### src/rtl/hs_pipe_slice.sv
// Chain of DEPTH registered valid/ready slices, each a main register plus a skid register,
// with synchronous flush and a registered occupancy count.
module hs_pipe_slice #(
  parameter int unsigned WIDTH = 32,
  parameter int unsigned DEPTH = 2,
  localparam int unsigned CW = $clog2(2 * DEPTH + 1)
) (
  input  logic             clk,
  input  logic             rst,
  input  logic             flush,
  input  logic [WIDTH-1:0] data_in,
  input  logic             valid_up_in,
  output logic             ready_up_out,
  output logic [WIDTH-1:0] data_out,
  output logic             valid_down_out,
  input  logic             ready_down_in,
  output logic [CW-1:0]    count,
  output logic             empty
);

  logic [DEPTH-1:0] st_main_v;
  logic [DEPTH-1:0] st_skid_v;
  logic [DEPTH-1:0] st_in_v;
  logic [DEPTH-1:0] st_out_rdy;
  logic [WIDTH-1:0] st_main_data [DEPTH];
  logic [WIDTH-1:0] st_in_data   [DEPTH];

  for (genvar k = 0; k < DEPTH; k++) begin : g_stage
    logic             main_v_q, main_v_d;
    logic             skid_v_q, skid_v_d;
    logic [WIDTH-1:0] main_data_q, main_data_d;
    logic [WIDTH-1:0] skid_data_q, skid_data_d;
    logic             in_fire;

    if (k == 0) begin : g_first
      assign st_in_v[k]    = valid_up_in;
      assign st_in_data[k] = data_in;
    end else begin : g_chain
      assign st_in_v[k]    = st_main_v[k-1];
      assign st_in_data[k] = st_main_data[k-1];
    end

    if (k == DEPTH - 1) begin : g_last
      assign st_out_rdy[k] = ready_down_in;
    end else begin : g_inner
      assign st_out_rdy[k] = ~st_skid_v[k+1];
    end

    // Ready toward the producer depends only on our own skid flag, never on downstream ready.
    assign in_fire = st_in_v[k] & ~skid_v_q;

    always_comb begin
      main_v_d    = main_v_q;
      main_data_d = main_data_q;
      skid_v_d    = skid_v_q;
      skid_data_d = skid_data_q;
      if (st_out_rdy[k] || !main_v_q) begin
        if (skid_v_q) begin
          main_v_d    = 1'b1;
          main_data_d = skid_data_q;
          skid_v_d    = 1'b0;
        end else begin
          main_v_d = in_fire;
          if (in_fire) begin
            main_data_d = st_in_data[k];
          end
        end
      end else if (in_fire) begin
        skid_v_d    = 1'b1;
        skid_data_d = st_in_data[k];
      end
    end

    always_ff @(posedge clk) begin
      if (rst) begin
        main_v_q    <= 1'b0;
        skid_v_q    <= 1'b0;
        main_data_q <= '0;
        skid_data_q <= '0;
      end else if (flush) begin
        main_v_q <= 1'b0;
        skid_v_q <= 1'b0;
      end else begin
        main_v_q    <= main_v_d;
        skid_v_q    <= skid_v_d;
        main_data_q <= main_data_d;
        skid_data_q <= skid_data_d;
      end
    end

    assign st_main_v[k]    = main_v_q;
    assign st_skid_v[k]    = skid_v_q;
    assign st_main_data[k] = main_data_q;
  end

  assign ready_up_out   = ~st_skid_v[0];
  assign valid_down_out = st_main_v[DEPTH-1];
  assign data_out       = st_main_data[DEPTH-1];

  logic          up_fire, down_fire;
  logic [CW-1:0] count_q, count_d;

  assign up_fire   = valid_up_in & ready_up_out;
  assign down_fire = valid_down_out & ready_down_in;

  always_comb begin
    count_d = count_q;
    if (up_fire && !down_fire) begin
      count_d = count_q + CW'(1);
    end else if (down_fire && !up_fire) begin
      count_d = count_q - CW'(1);
    end
  end

  always_ff @(posedge clk) begin
    if (rst || flush) begin
      count_q <= '0;
    end else begin
      count_q <= count_d;
    end
  end

  assign count = count_q;
  assign empty = (count_q == '0);

endmodule

### config.mk
export PLATFORM = sky130hd
export DESIGN_NAME = hs_pipe_slice
export DESIGN_NICKNAME = d
export VERILOG_FILES = /design/src/rtl/hs_pipe_slice.sv
export SDC_FILE = /design/constraint.sdc
export NUM_CORES = 1
export LEC_CHECK = 0
export ABC_CLOCK_PERIOD_IN_PS = 1700
export CAP_MARGIN = 20
export CORE_UTILIZATION = 51
export DETAILED_ROUTE_END_ITERATION = 10
export PLACE_DENSITY = 0.77
export SYNTH_ARGS = -nofsm -noshare
export SYNTH_HDL_FRONTEND = slang
export SYNTH_SLANG_ARGS = --single-unit
### constraint.sdc
create_clock -name clk -period 1.7 [get_ports clk]
set_clock_uncertainty 0.05 [all_clocks]
set_input_delay 0.255 -clock clk [delete_from_list [all_inputs] [get_ports clk]]
set_output_delay 0.255 -clock clk [all_outputs]
set_load 0.01 [all_outputs]
# Word level (Yosys, flattened, before mapping)
# Cells that the tools add are included.
# totals
rom_bits,0
output_inout_bits,38
latch_bits,0
wordCells,47
regBits,135
memories,0
ram_bits,0
input_bits,37
# classes
mux,8
bitwise_logic,8
n_shift,0
n_div,0
addsub,2
eq_ne,0
multipliers,0
order_cmp,0
n_reduce_logical,20
# op_table
cell,n
32-bit 2-to-1 mux,4
3-bit AND reduction,4
3-bit 2-to-1 mux,2
2-bit nonzero test,3
3-bit OR reduction,2
1-bit inverter,5
1-bit zero test,4
3-bit by 1-bit adder with 3-bit output (second input constant),1
1-bit AND,3
3-bit zero test,1
1-bit logical OR,3
3-bit by 1-bit subtractor with 3-bit output (second input constant),1
1-bit logical AND,2
1-bit 2-to-1 mux,2
2-bit OR reduction,1

# Logic depth before layout (Yosys ltp)
# Gate-level depths: netlist of run 1.
# depth
word_depth,6
mapped_depth,8
ltp_nobuf,7

# Worst setup path after synthesis of run 1
# No wires, ideal clock.
# synth_timing
kind,flip-flop to flip-flop
from,register g_stage[0].skid_v_q
to,"register count_q[2], in the netlist count[2]"
setup_ns,0.070
t_required_ns,1.580
arrival_ns,1.711
period_less_slack_ns,1.831
n_path_buf,1
path_slack_ns,-0.131
path_stages_with_launch,9
cell_sequence,dfxtp_1 > buf_2 > nor2b_2 > ha_1 > inv_1 > fa_1 > xor2_1 > or3_1 > a21oi_1
# synth_via
elab_chain_len,5
elab_cells_between_ends,7
cone_classes,1 x mux; 2 x bitwise; 4 x reduce/logical
# synth_rtl
item,line_no,text
start: declaration,30,"logic skid_v_q, skid_v_d;"
start signal: assignment,85,skid_v_q <= skid_v_d;
1-bit inverter (*),-,
1-bit AND (*),-,
named net g_stage[0].in_fire,33,logic in_fire;
1-bit zero test,110,end else if (down_fire && !up_fire) begin
1-bit logical AND,110,
2-bit nonzero test (no source line),-,
end signal: assignment,119,count_q <= count_d;
end: declaration,101,"logic [CW-1:0] count_q, count_d;"
# The timed path passes the listed nets; every way through them passes the cells marked *.
# A chain may end at the register's enable or synchronous reset.

# Worst setup path after layout of run 1
# Ends and elaborated chain as after synthesis.

==> results of run 1 <==
## metal layers
metal,up-vias,wire [um],global-route usage (%)
li1,2215,-,-
met1,2228,6410,27.4
met2,66,6850,40.0
met3,18,401,4.66
met4,0,257,9.52
met5,-,0,0
## logic make-up after synthesis
logic type | count (synthesis) | share of synthesized area (%)
compound gates | 69 | 9.05
xor+xnor | 2 | 0.273
fa+ha+maj | 2 | 0.507
buf+inv | 56 | 5.40
flops | 135 | 42.1
mux | 161 | 25.1
simple gates | 180 | 17.5
## cell usage in the layout, fill, tap and decap left out, types with 4 or more instances in the layout
cell type          n
dlygate4sd2_1      4
or2_1             16
buf_12            13
or2_0             16
buf_4             20
nand2b_1         129
clkbuf_16         17
a21oi_1           34
dfxtp_1          132
mux2i_1          161
a211oi_2          30
clkdlybuf4s50_1   68
clkinv_2           4
clkbuf_1           4
## flip-flops by register name, summed over array words and instances (netlist names)
register / flops
g_stage.main_v_q: 1
valid_down_out: 1
data_out: 32
g_stage.skid_v_q: 2
g_stage.skid_data_q: 64
g_stage.main_data_q: 32
count: 3
## power by group through the flow
| stage | clock (W) | sequential [W] | combinational, W |
|---|---|---|---|
| after floorplan | 0 | 0.00335 | 0.000353 |
| after global placement | 0 | 0.00334 | 0.000606 |
| after detailed placement | 0 | 0.00335 | 0.000627 |
| after CTS | 0.00320 | 0.00328 | 0.000630 |
| after global routing | 0.00335 | 0.00329 | 0.000680 |
| final | 0.00316 | 0.00328 | 0.000629 |
## worst paths after layout
path                                            startpoint                          to  cells after the start
worst max-delay path                   g_stage[0].skid_v_q                    count[2]                      7
worst min-delay path                                   rst                data_out[13]                      2
worst max register to register         g_stage[0].skid_v_q                    count[2]                      7
worst min register to register  g_stage[0].skid_data_q[15]  g_stage[0].skid_data_q[15]                      2
## per-stage QoR
step	power [W]	cell area, um2
floorplan	0.00370	6440
detailed placement	0.00397	7440
CTS	0.00711	7990
global placement	0.00395	7440
finish	0.00707	8000
global route	0.00732	8000
## timing repair
| action | 4_1_cts | 5_1_grt |
|---|---|---|
| pin swaps | 1 | 1 |
| gates resized for setup | 7 | 2 |
| setup endpoints to repair | 5 | 2 |
| cloned | 1 | 0 |
| buffers inserted | 4 | 0 |
## layout make-up
| type | count | area (um2) | share of cell area [%] |
|---|---|---|---|
| Clock buffer | 23 | 468 | 5.85 |
| Clock inverter | 5 | 27.5 | 0.344 |
| Inverter | 2 | 7.51 | 0.0938 |
| Multi-Input combinational cell | 414 | 3410 | 42.6 |
| Sequential cell | 135 | 2710 | 33.9 |
| Tap cell | 168 | 210 | 2.63 |
| Timing Repair Buffer | 107 | 1170 | 14.6 |
## critical path, cell delays in order (launching register included)
cell and delay [ns]:
dfxtp_4 0.36, nor2b_4 0.14, ha_4 0.15, inv_2 0.04
fa_2 0.32, xor2_1 0.16, or3_1 0.34, a21oi_2 0.12
==> results.json, run 1 <==
{
  "status": "finished, violations left",
  "cp_data_required_time_ns": 2.00,
  "h-tree-depth": 4,
  "routed_wl_um": 13900,
  "cts_buffers": 17,
  "syn-num-nets": 644,
  "comb_power_share_pct": 8.9,
  "die_h_um": 114,
  "clock_latency_ns": 0.41,
  "synth-seq-area-share_pct": 42.1,
  "synth_largest_area_cell": "dfxtp_1",
  "maxCapViolCount": 0,
  "postRouteAntennaNets": 0,
  "slew_viol_final": 0,
  "cp-end-kind": "flip-flop",
  "path_class": "reg -> reg",
  "synth_top_area_share_pct": 42.1,
  "grt_max_degree": 64,
  "clock.fmax_mhz": 570,
  "setup_tns_ns": -0.0529,
  "startpoint_type": "flip-flop",
  "p_seq_share_pct": 46.4,
  "num-fill-cells": 974,
  "first_pass_iters": 4,
  "clkPwrFrac_pct": 44.7,
  "die_w_um": 114,
  "swShare_pct": 22.6,
  "ys_seq_elements": 135,
  "synth_area_leaders": "dfxtp_1 (42%), mux2i_1 (25%), nand2b_1 (13%)",
  "p_leak_nw": 2.65,
  "hold_class": "in -> reg",
  "diodes": 0,
  "overflow": 0,
  "tightest_slew_ns": 0.397,
  "drive_above_1_share_pct": 15.0,
  "cts_root_buffer": "clkbuf_16",
  "synthCells": 605,
  "yosysMostFrequentCell": "mux2i_1",
  "vias_per_cell": 5.30,
  "setup_slack_ns": -0.0529,
  "synth-async-reset-ratio_pct": 0,
  "initial_core_util_pct": 52.8,
  "cts.clk_slew.worst_paths_ns": 0.05,
  "report.final.hold_viol_count": 0,
  "core_mm2": 0.0122,
  "rsz0062_at_grt": "yes",
  "p_int_w": 0.00548,
  "drc": 0,
  "clkSinkCount": 135,
  "place_congestion": 0.761,
  "cts_tree": "done",
  "ios": 75,
  "hpwl_um": 8870,
  "synthTopCellsByCount": "mux2i_1 (161), dfxtp_1 (135), nand2b_1 (130)",
  "wl_per_cell_um": 16.3,
  "yosys.cell_types.count": 31,
  "cts_buffer_depth": 2,
  "syn2layout_area_growth_pct": 24.7,
  "ys_warn_count": 0,
  "switchingPower_w": 0.00159,
  "r2r_setup_slack_ns": -0.05,
  "ir_worst_vdd_mv": 0.622,
  "layout.nets": 716,
  "ctsHoldBuffers": 0,
  "holdWs_ns": 0.216,
  "io_buffers": 74,
  "power_density_mw_per_mm2": 884,
  "yosys_most_used_dff": "dfxtp_1",
  "final_util_pct": 65.8,
  "critPathMaxFanout": 3,
  "drt_iter0_drc": 195,
  "place_ws_ns": -0.510,
  "max_slew_margin_pct": 73.5,
  "layout_min_cycle_time_ns": 1.75,
  "avgSynthCellArea_um2": 10.6,
  "antenna_found_initial": 0,
  "dieArea_mm2": 0.0130,
  "setup_violations": 1,
  "place_inst": 821,
  "track_usage_pct": 22.9,
  "violations": "setup timing",
  "rows": 40,
  "grt_pass1_vias": 4719,
  "syn_area_mm2": 0.00642,
  "finalCritPeriodShare_pct": 103,
  "synth_edf_count": 0,
  "fin_cells": 854,
  "grt_pass1_wl_um": 23100,
  "arrival_ns": 2.05,
  "vias": 4527
}
Note: power is estimated with default switching activity, not from simulation.
==> run 2: changes to the inputs <==
- ABC_CLOCK_PERIOD_IN_PS: 1700 -> 1440
- CAP_MARGIN: 20 -> 10
- CELL_PAD_IN_SITES_DETAIL_PLACEMENT: unset -> 0
- CELL_PAD_IN_SITES_GLOBAL_PLACEMENT: unset -> 1
- CORE_UTILIZATION: 51 -> 40
- PLACE_DENSITY: 0.77 -> unset
- PLACE_DENSITY_LB_ADDON: unset -> 0.1
- clock period: 1.7 -> 1.44 ns (I/O delays scaled with it)
==> run 2 against run 1 <==
The flow still finishes with violations (setup timing). Die area grew 27%. Sequential power grew 18%. Register-to-register slack lost 0.16 ns. Clock power grew 40%. Sequential share of layout area shrank 2.2 points. Global-route usage shrank 3.1 points. First-iteration DRC count shrank 17%. Cell area grew 7.0%. Power grew 28%. Clock-buffer cell count is the same. Cell count grew 8.1%. Critical endpoint unchanged. Highest routed layer unchanged.
==> results.json, run 2 (same netlist as run 1, synthesis figures left out) <==
{
  "vias": 4592,
  "io_buffers": 74,
  "grt_max_degree": 56,
  "layout.nets": 738,
  "num-fill-cells": 1350,
  "tightest_slew_ns": 0.270,
  "overflow": 0,
  "p_seq_share_pct": 42.7,
  "setup_slack_ns": -0.209,
  "p_leak_nw": 3.04,
  "grt_pass1_wl_um": 24800,
  "hpwl_um": 9410,
  "critPathMaxStageDelay_ns": 0.33,
  "die_h_um": 129,
  "hold_class": "in -> reg",
  "core_mm2": 0.0154,
  "max_slew_margin_pct": 82.0,
  "cts_buffer_depth": 2,
  "die_w_um": 129,
  "path_class": "reg -> reg",
  "postRouteAntennaNets": 0,
  "worst_r2r_path_depth": 7,
  "report.final.hold_viol_count": 0,
  "startpoint_type": "flip-flop",
  "arrival_ns": 1.94,
  "rsz0062_at_grt": "yes",
  "layout_min_cycle_time_ns": 1.65,
  "initial_core_util_pct": 41.6,
  "power_w": 0.00906,
  "clock.fmax_mhz": 607,
  "ctsHoldBuffers": 0,
  "cts_root_buffer": "clkbuf_16",
  "ir_worst_vdd_mv": 0.753,
  "cts_tree": "done",
  "routed_wl_um": 15300,
  "cp_data_required_time_ns": 1.73,
  "place_inst": 869,
  "wl_per_cell_um": 16.6,
  "maxCapViolCount": 0,
  "drc": 0,
  "finalCritPeriodShare_pct": 114,
  "drt_iter0_drc": 161,
  "setup_violations": 33,
  "comb_power_share_pct": 8.5,
  "syn2layout_area_growth_pct": 33.4,
  "final_common_cell": "mux2i_1",
  "dieArea_mm2": 0.0166,
  "worstHoldPathCells": 3,
  "cts_buffers": 17,
  "track_usage_pct": 19.8,
  "cts.clk_slew.worst_paths_ns": 0.05,
  "drive_above_1_share_pct": 20.4,
  "layout_common_cells": "mux2i_1 (158), dfxtp_1 (130), nand2b_1 (128)",
  "vias_per_cell": 4.98,
  "place_congestion": 0.759,
  "cp_cell_sequence": "nor2b_4 > ha_4 > inv_2 > fa_2 > xor2_1 > or3_1 > a21oi_1",
  "switchingPower_w": 0.00197,
  "clock_latency_ns": 0.42,
  "slew_viol_final": 0,
  "fin_cells": 923,
  "largest_register_ffs": 64,
  "rows": 45,
  "power_density_mw_per_mm2": 1060,
  "ios": 75,
  "swShare_pct": 21.8,
  "clkPwrFrac_pct": 48.8,
  "cp-end-kind": "flip-flop",
  "status": "finished, violations left",
  "largest-register": "g_stage.skid_data_q",
  "clkSinkCount": 135,
  "grt_pass1_vias": 4837,
  "first_pass_iters": 4,
  "crit_path_top_delay_cell": "dfxtp_2",
  "p_int_w": 0.00709,
  "critPathMaxFanout": 2,
  "violations": "setup timing",
  "antenna_found_initial": 0,
  "diodes": 0,
  "h-tree-depth": 4
}
-- run 2: worst paths after layout --
kind	startpoint	end	slack, ns
worst min-delay path	rst	g_stage[1].skid_data_q[28]	0.27
worst max register to register	g_stage[0].skid_v_q	count[2]	-0.21
worst max-delay path	g_stage[0].skid_v_q	count[2]	-0.21
worst min register to register	g_stage[0].skid_data_q[25]	g_stage[0].skid_data_q[25]	0.42
-- run 2: power groups by stage --
stage,Combinational [W],Clock [W],Sequential [W]
2_1_floorplan,0.000417,0,0.00396
3_3_place_gp,0.000726,0,0.00395
3_5_place_dp,0.000738,0,0.00395
4_1_cts,0.000789,0.00452,0.00387
5_1_grt,0.000839,0.00468,0.00388
6_report,0.000771,0.00442,0.00387
-- run 2: per-layer routing --
layer | GRT usage [%] | part of all wire (%) | vias up | wire length (um)
li1 | - | - | 2270 | -
met5 | 0 | 0 | - | 0
met3 | 4.12 | 2.9 | 20 | 448
met1 | 26.0 | 49 | 2231 | 7500
met4 | 7.34 | 1.6 | 0 | 238
met2 | 32.0 | 47 | 71 | 7160
-- run 2: critical path: cells and delay by family, from the launching register on --
| kind | cells | cell delay [ns] |
|---|---|---|
| buffers and inverters | 1 | 0.03 |
| AOI/OAI and AO/OA | 1 | 0.12 |
| xor gates and xnor gates | 1 | 0.15 |
| adders and majority gates | 2 | 0.47 |
| DFF | 1 | 0.33 |
| and+or+nand+nor | 2 | 0.42 |
-- run 2: what timing repair did --
item                                    4_1_cts  5_1_grt
cloned                                        8        2
setup buffers                                13        5
gates resized for setup                      73       37
endpoints found under the setup margin       79       74
pin swaps                                     1        2
hold endpoints to repair                      0        0
-- run 2: area by class of cell --
class | count | area (um2) | share of cell area, %
Clock buffer | 23 | 478 | 5.58
Clock inverter | 9 | 123 | 1.43
Inverter | 2 | 7.51 | 0.0877
Multi-Input combinational cell | 414 | 3460 | 40.4
Sequential cell | 135 | 2710 | 31.7
Tap cell | 211 | 264 | 3.08
Timing Repair Buffer | 129 | 1520 | 17.8
-- run 2: per-stage QoR --
step	util [%]	area, um2	setup slack (ns)	setup TNS (ns)	hold WS [ns]
2_1_floorplan	-	6440	-0.249	-0.274	0.321
3_3_place_gp	48.6	7500	-0.602	-34.59	0.407
3_5_place_dp	48.6	7500	-0.616	-35.77	0.413
4_1_cts	55.0	8480	-0.215	-2.36	0.265
5_1_grt	55.5	8560	-0.258	-3.78	0.278
6_report	55.5	8560	-0.209	-1.26	0.273
==> run 3: changes to the inputs <==
- CORE_UTILIZATION: 40 -> 29
- CTS_BUF_LIST: unset -> sky130_fd_sc_hd__clkbuf_4 sky130_fd_sc_hd__clkbuf_8
==> run 3 against run 2 <==
The flow still finishes with violations (setup timing). Combinational power decreased by 1%. Critical path depth unchanged. First-iteration DRC count increased by 0.62%. Non-clock buffer count decreased by 8. Fmax decreased by 1.2%. Setup slack got worse by 0.019 ns. Utilization decreased by 17 points. Critical path type unchanged. Largest power group unchanged. Highest routed layer unchanged.
==> results.json, run 3 (same netlist as run 1, synthesis figures left out) <==
{
  "holdWs_ns": 0.259,
  "layout_min_cycle_time_ns": 1.67,
  "vias": 4464,
  "clock.fmax_mhz": 600,
  "drt_iter0_drc": 162,
  "final_util_pct": 38.5,
  "rows": 54,
  "core_mm2": 0.0218,
  "layout.nets": 730,
  "layout_common_cells": "mux2i_1 (160), nand2b_1 (129), dfxtp_1 (128)",
  "io_buffers": 74,
  "overflow": 0,
  "ios": 75,
  "ir_worst_vdd_mv": 0.501,
  "grt_max_degree": 48,
  "cts_buffer_depth": 2,
  "cp-end-kind": "flip-flop",
  "cts_tree": "done",
  "cp_data_required_time_ns": 1.75,
  "tightest_slew_ns": 0.303,
  "drc": 0,
  "hpwl_um": 10200,
  "num-fill-cells": 2135,
  "diodes": 0,
  "startpoint_type": "flip-flop",
  "dpl-instance-area_mm2": 0.00761,
  "largest_register_ffs": 64,
  "power_w": 0.00867,
  "h-tree-depth": 4,
  "slew_viol_final": 0,
  "status": "finished, violations left",
  "rsz0062_at_grt": "yes",
  "final_common_cell": "mux2i_1",
  "multi_input_area_mm2": 0.00345,
  "die_h_um": 151,
  "wl_per_cell_um": 16.4,
  "first_pass_iters": 4,
  "initial_core_util_pct": 29.5,
  "dieArea_mm2": 0.0227,
  "die_w_um": 151,
  "grt_pass1_vias": 4660,
  "max_slew_margin_pct": 79.8,
  "p_leak_nw": 2.89,
  "routed_wl_um": 16200,
  "path_class": "reg -> reg",
  "antenna_found_initial": 0,
  "regArea_mm2": 0.00271,
  "power_density_mw_per_mm2": 1040,
  "setup_slack_ns": -0.228,
  "finalCritPeriodShare_pct": 116,
  "place_congestion": 0.722,
  "cts.clk_slew.worst_paths_ns": 0.07,
  "violations": "setup timing",
  "critPathMaxFanout": 7,
  "report.final.hold_viol_count": 0,
  "vias_per_cell": 4.54,
  "syn2layout_area_growth_pct": 30.5,
  "setup_violations": 57,
  "arrival_ns": 1.98,
  "maxCapViolCount": 0,
  "clkSinkCount": 135,
  "largest-register": "g_stage.skid_data_q",
  "cts_root_buffer": "clkbuf_8",
  "track_usage_pct": 14.2,
  "cts_buffers": 17,
  "clock_latency_ns": 0.44,
  "grt_pass1_wl_um": 24400,
  "fin_area_mm2": 0.00838,
  "postRouteAntennaNets": 0,
  "drive_above_1_share_pct": 19.2,
  "hold_class": "in -> reg"
}
run 3: cell count changes in the layout (fill, tap and decap cells not counted), moves of 4 or more:
cell	previous run	this run
buf_12	16	12
buf_16	6	0
bufinv_16	3	7
clkbuf_16	19	5
clkbuf_8	3	19
or2_0	12	16
or2_1	20	16
run 3: critical path, cell delays in order (launching register included):
cell and delay, ns:
dfxtp_2 0.34, nor2b_4 0.13, buf_4 0.12, buf_6 0.08, buf_6 0.08, and4b_4 0.39, clkbuf_16 0.22, mux2i_1 0.18
run 3: area by class of cell:
cell class | count | area share, %
clock buffers | 20 | 3.21
clock inverters | 12 | 2.93
inverters | 2 | 0.0896
multi-input cells | 414 | 41.2
flip-flops and latches | 135 | 32.4
well taps | 280 | 4.18
repair buffers | 121 | 16.1
run 3: stage by stage:
stage / setup TNS (ns) / setup slack [ns] / std cells
finish: -7.78 / -0.228 / 984
global route: -12.44 / -0.308 / 984
CTS: -3.19 / -0.239 / 975
detailed placement: -48.18 / -0.669 / 939
global placement: -44.93 / -0.588 / 939
floorplan: -0.274 / -0.249 / 605
run 3: repair_timing:
item | 4_1_cts | 5_1_grt
gates cloned | 1 | 7
pin swaps | 1 | 2
endpoints found under the setup margin | 61 | 101
resized for setup | 50 | 20
setup buffers | 3 | 3
hold buffers | 0 | 0
run 3: report_power, final:
group          leakage (nW)  switching [W]  internal [W]
logic                  1.54       0.000345      0.000415
registers              1.10      0.0000511       0.00382
clock network         0.257        0.00152       0.00253
total                  2.89        0.00192       0.00676
run 3: per-layer routing:
metal	share of wire, %	track usage [%]	vias to the layer above
met5	0	0	-
met4	1.4	5.40	0
met1	46	17.3	2145
met2	50	24.4	59
li1	-	-	2248
met3	2.6	2.97	12
run 3: path summary, 6_finish.rpt:
check                             startpoint                    endpoint  slack, ns  cells past startpoint
setup reg to reg         g_stage[0].skid_v_q  g_stage[0].skid_data_q[20]      -0.23                      7
setup / recovery         g_stage[0].skid_v_q  g_stage[0].skid_data_q[20]      -0.23                      7
hold / removal                           rst  g_stage[0].skid_data_q[17]       0.26                      3
hold reg to reg   g_stage[0].skid_data_q[22]  g_stage[0].skid_data_q[22]       0.42                      2
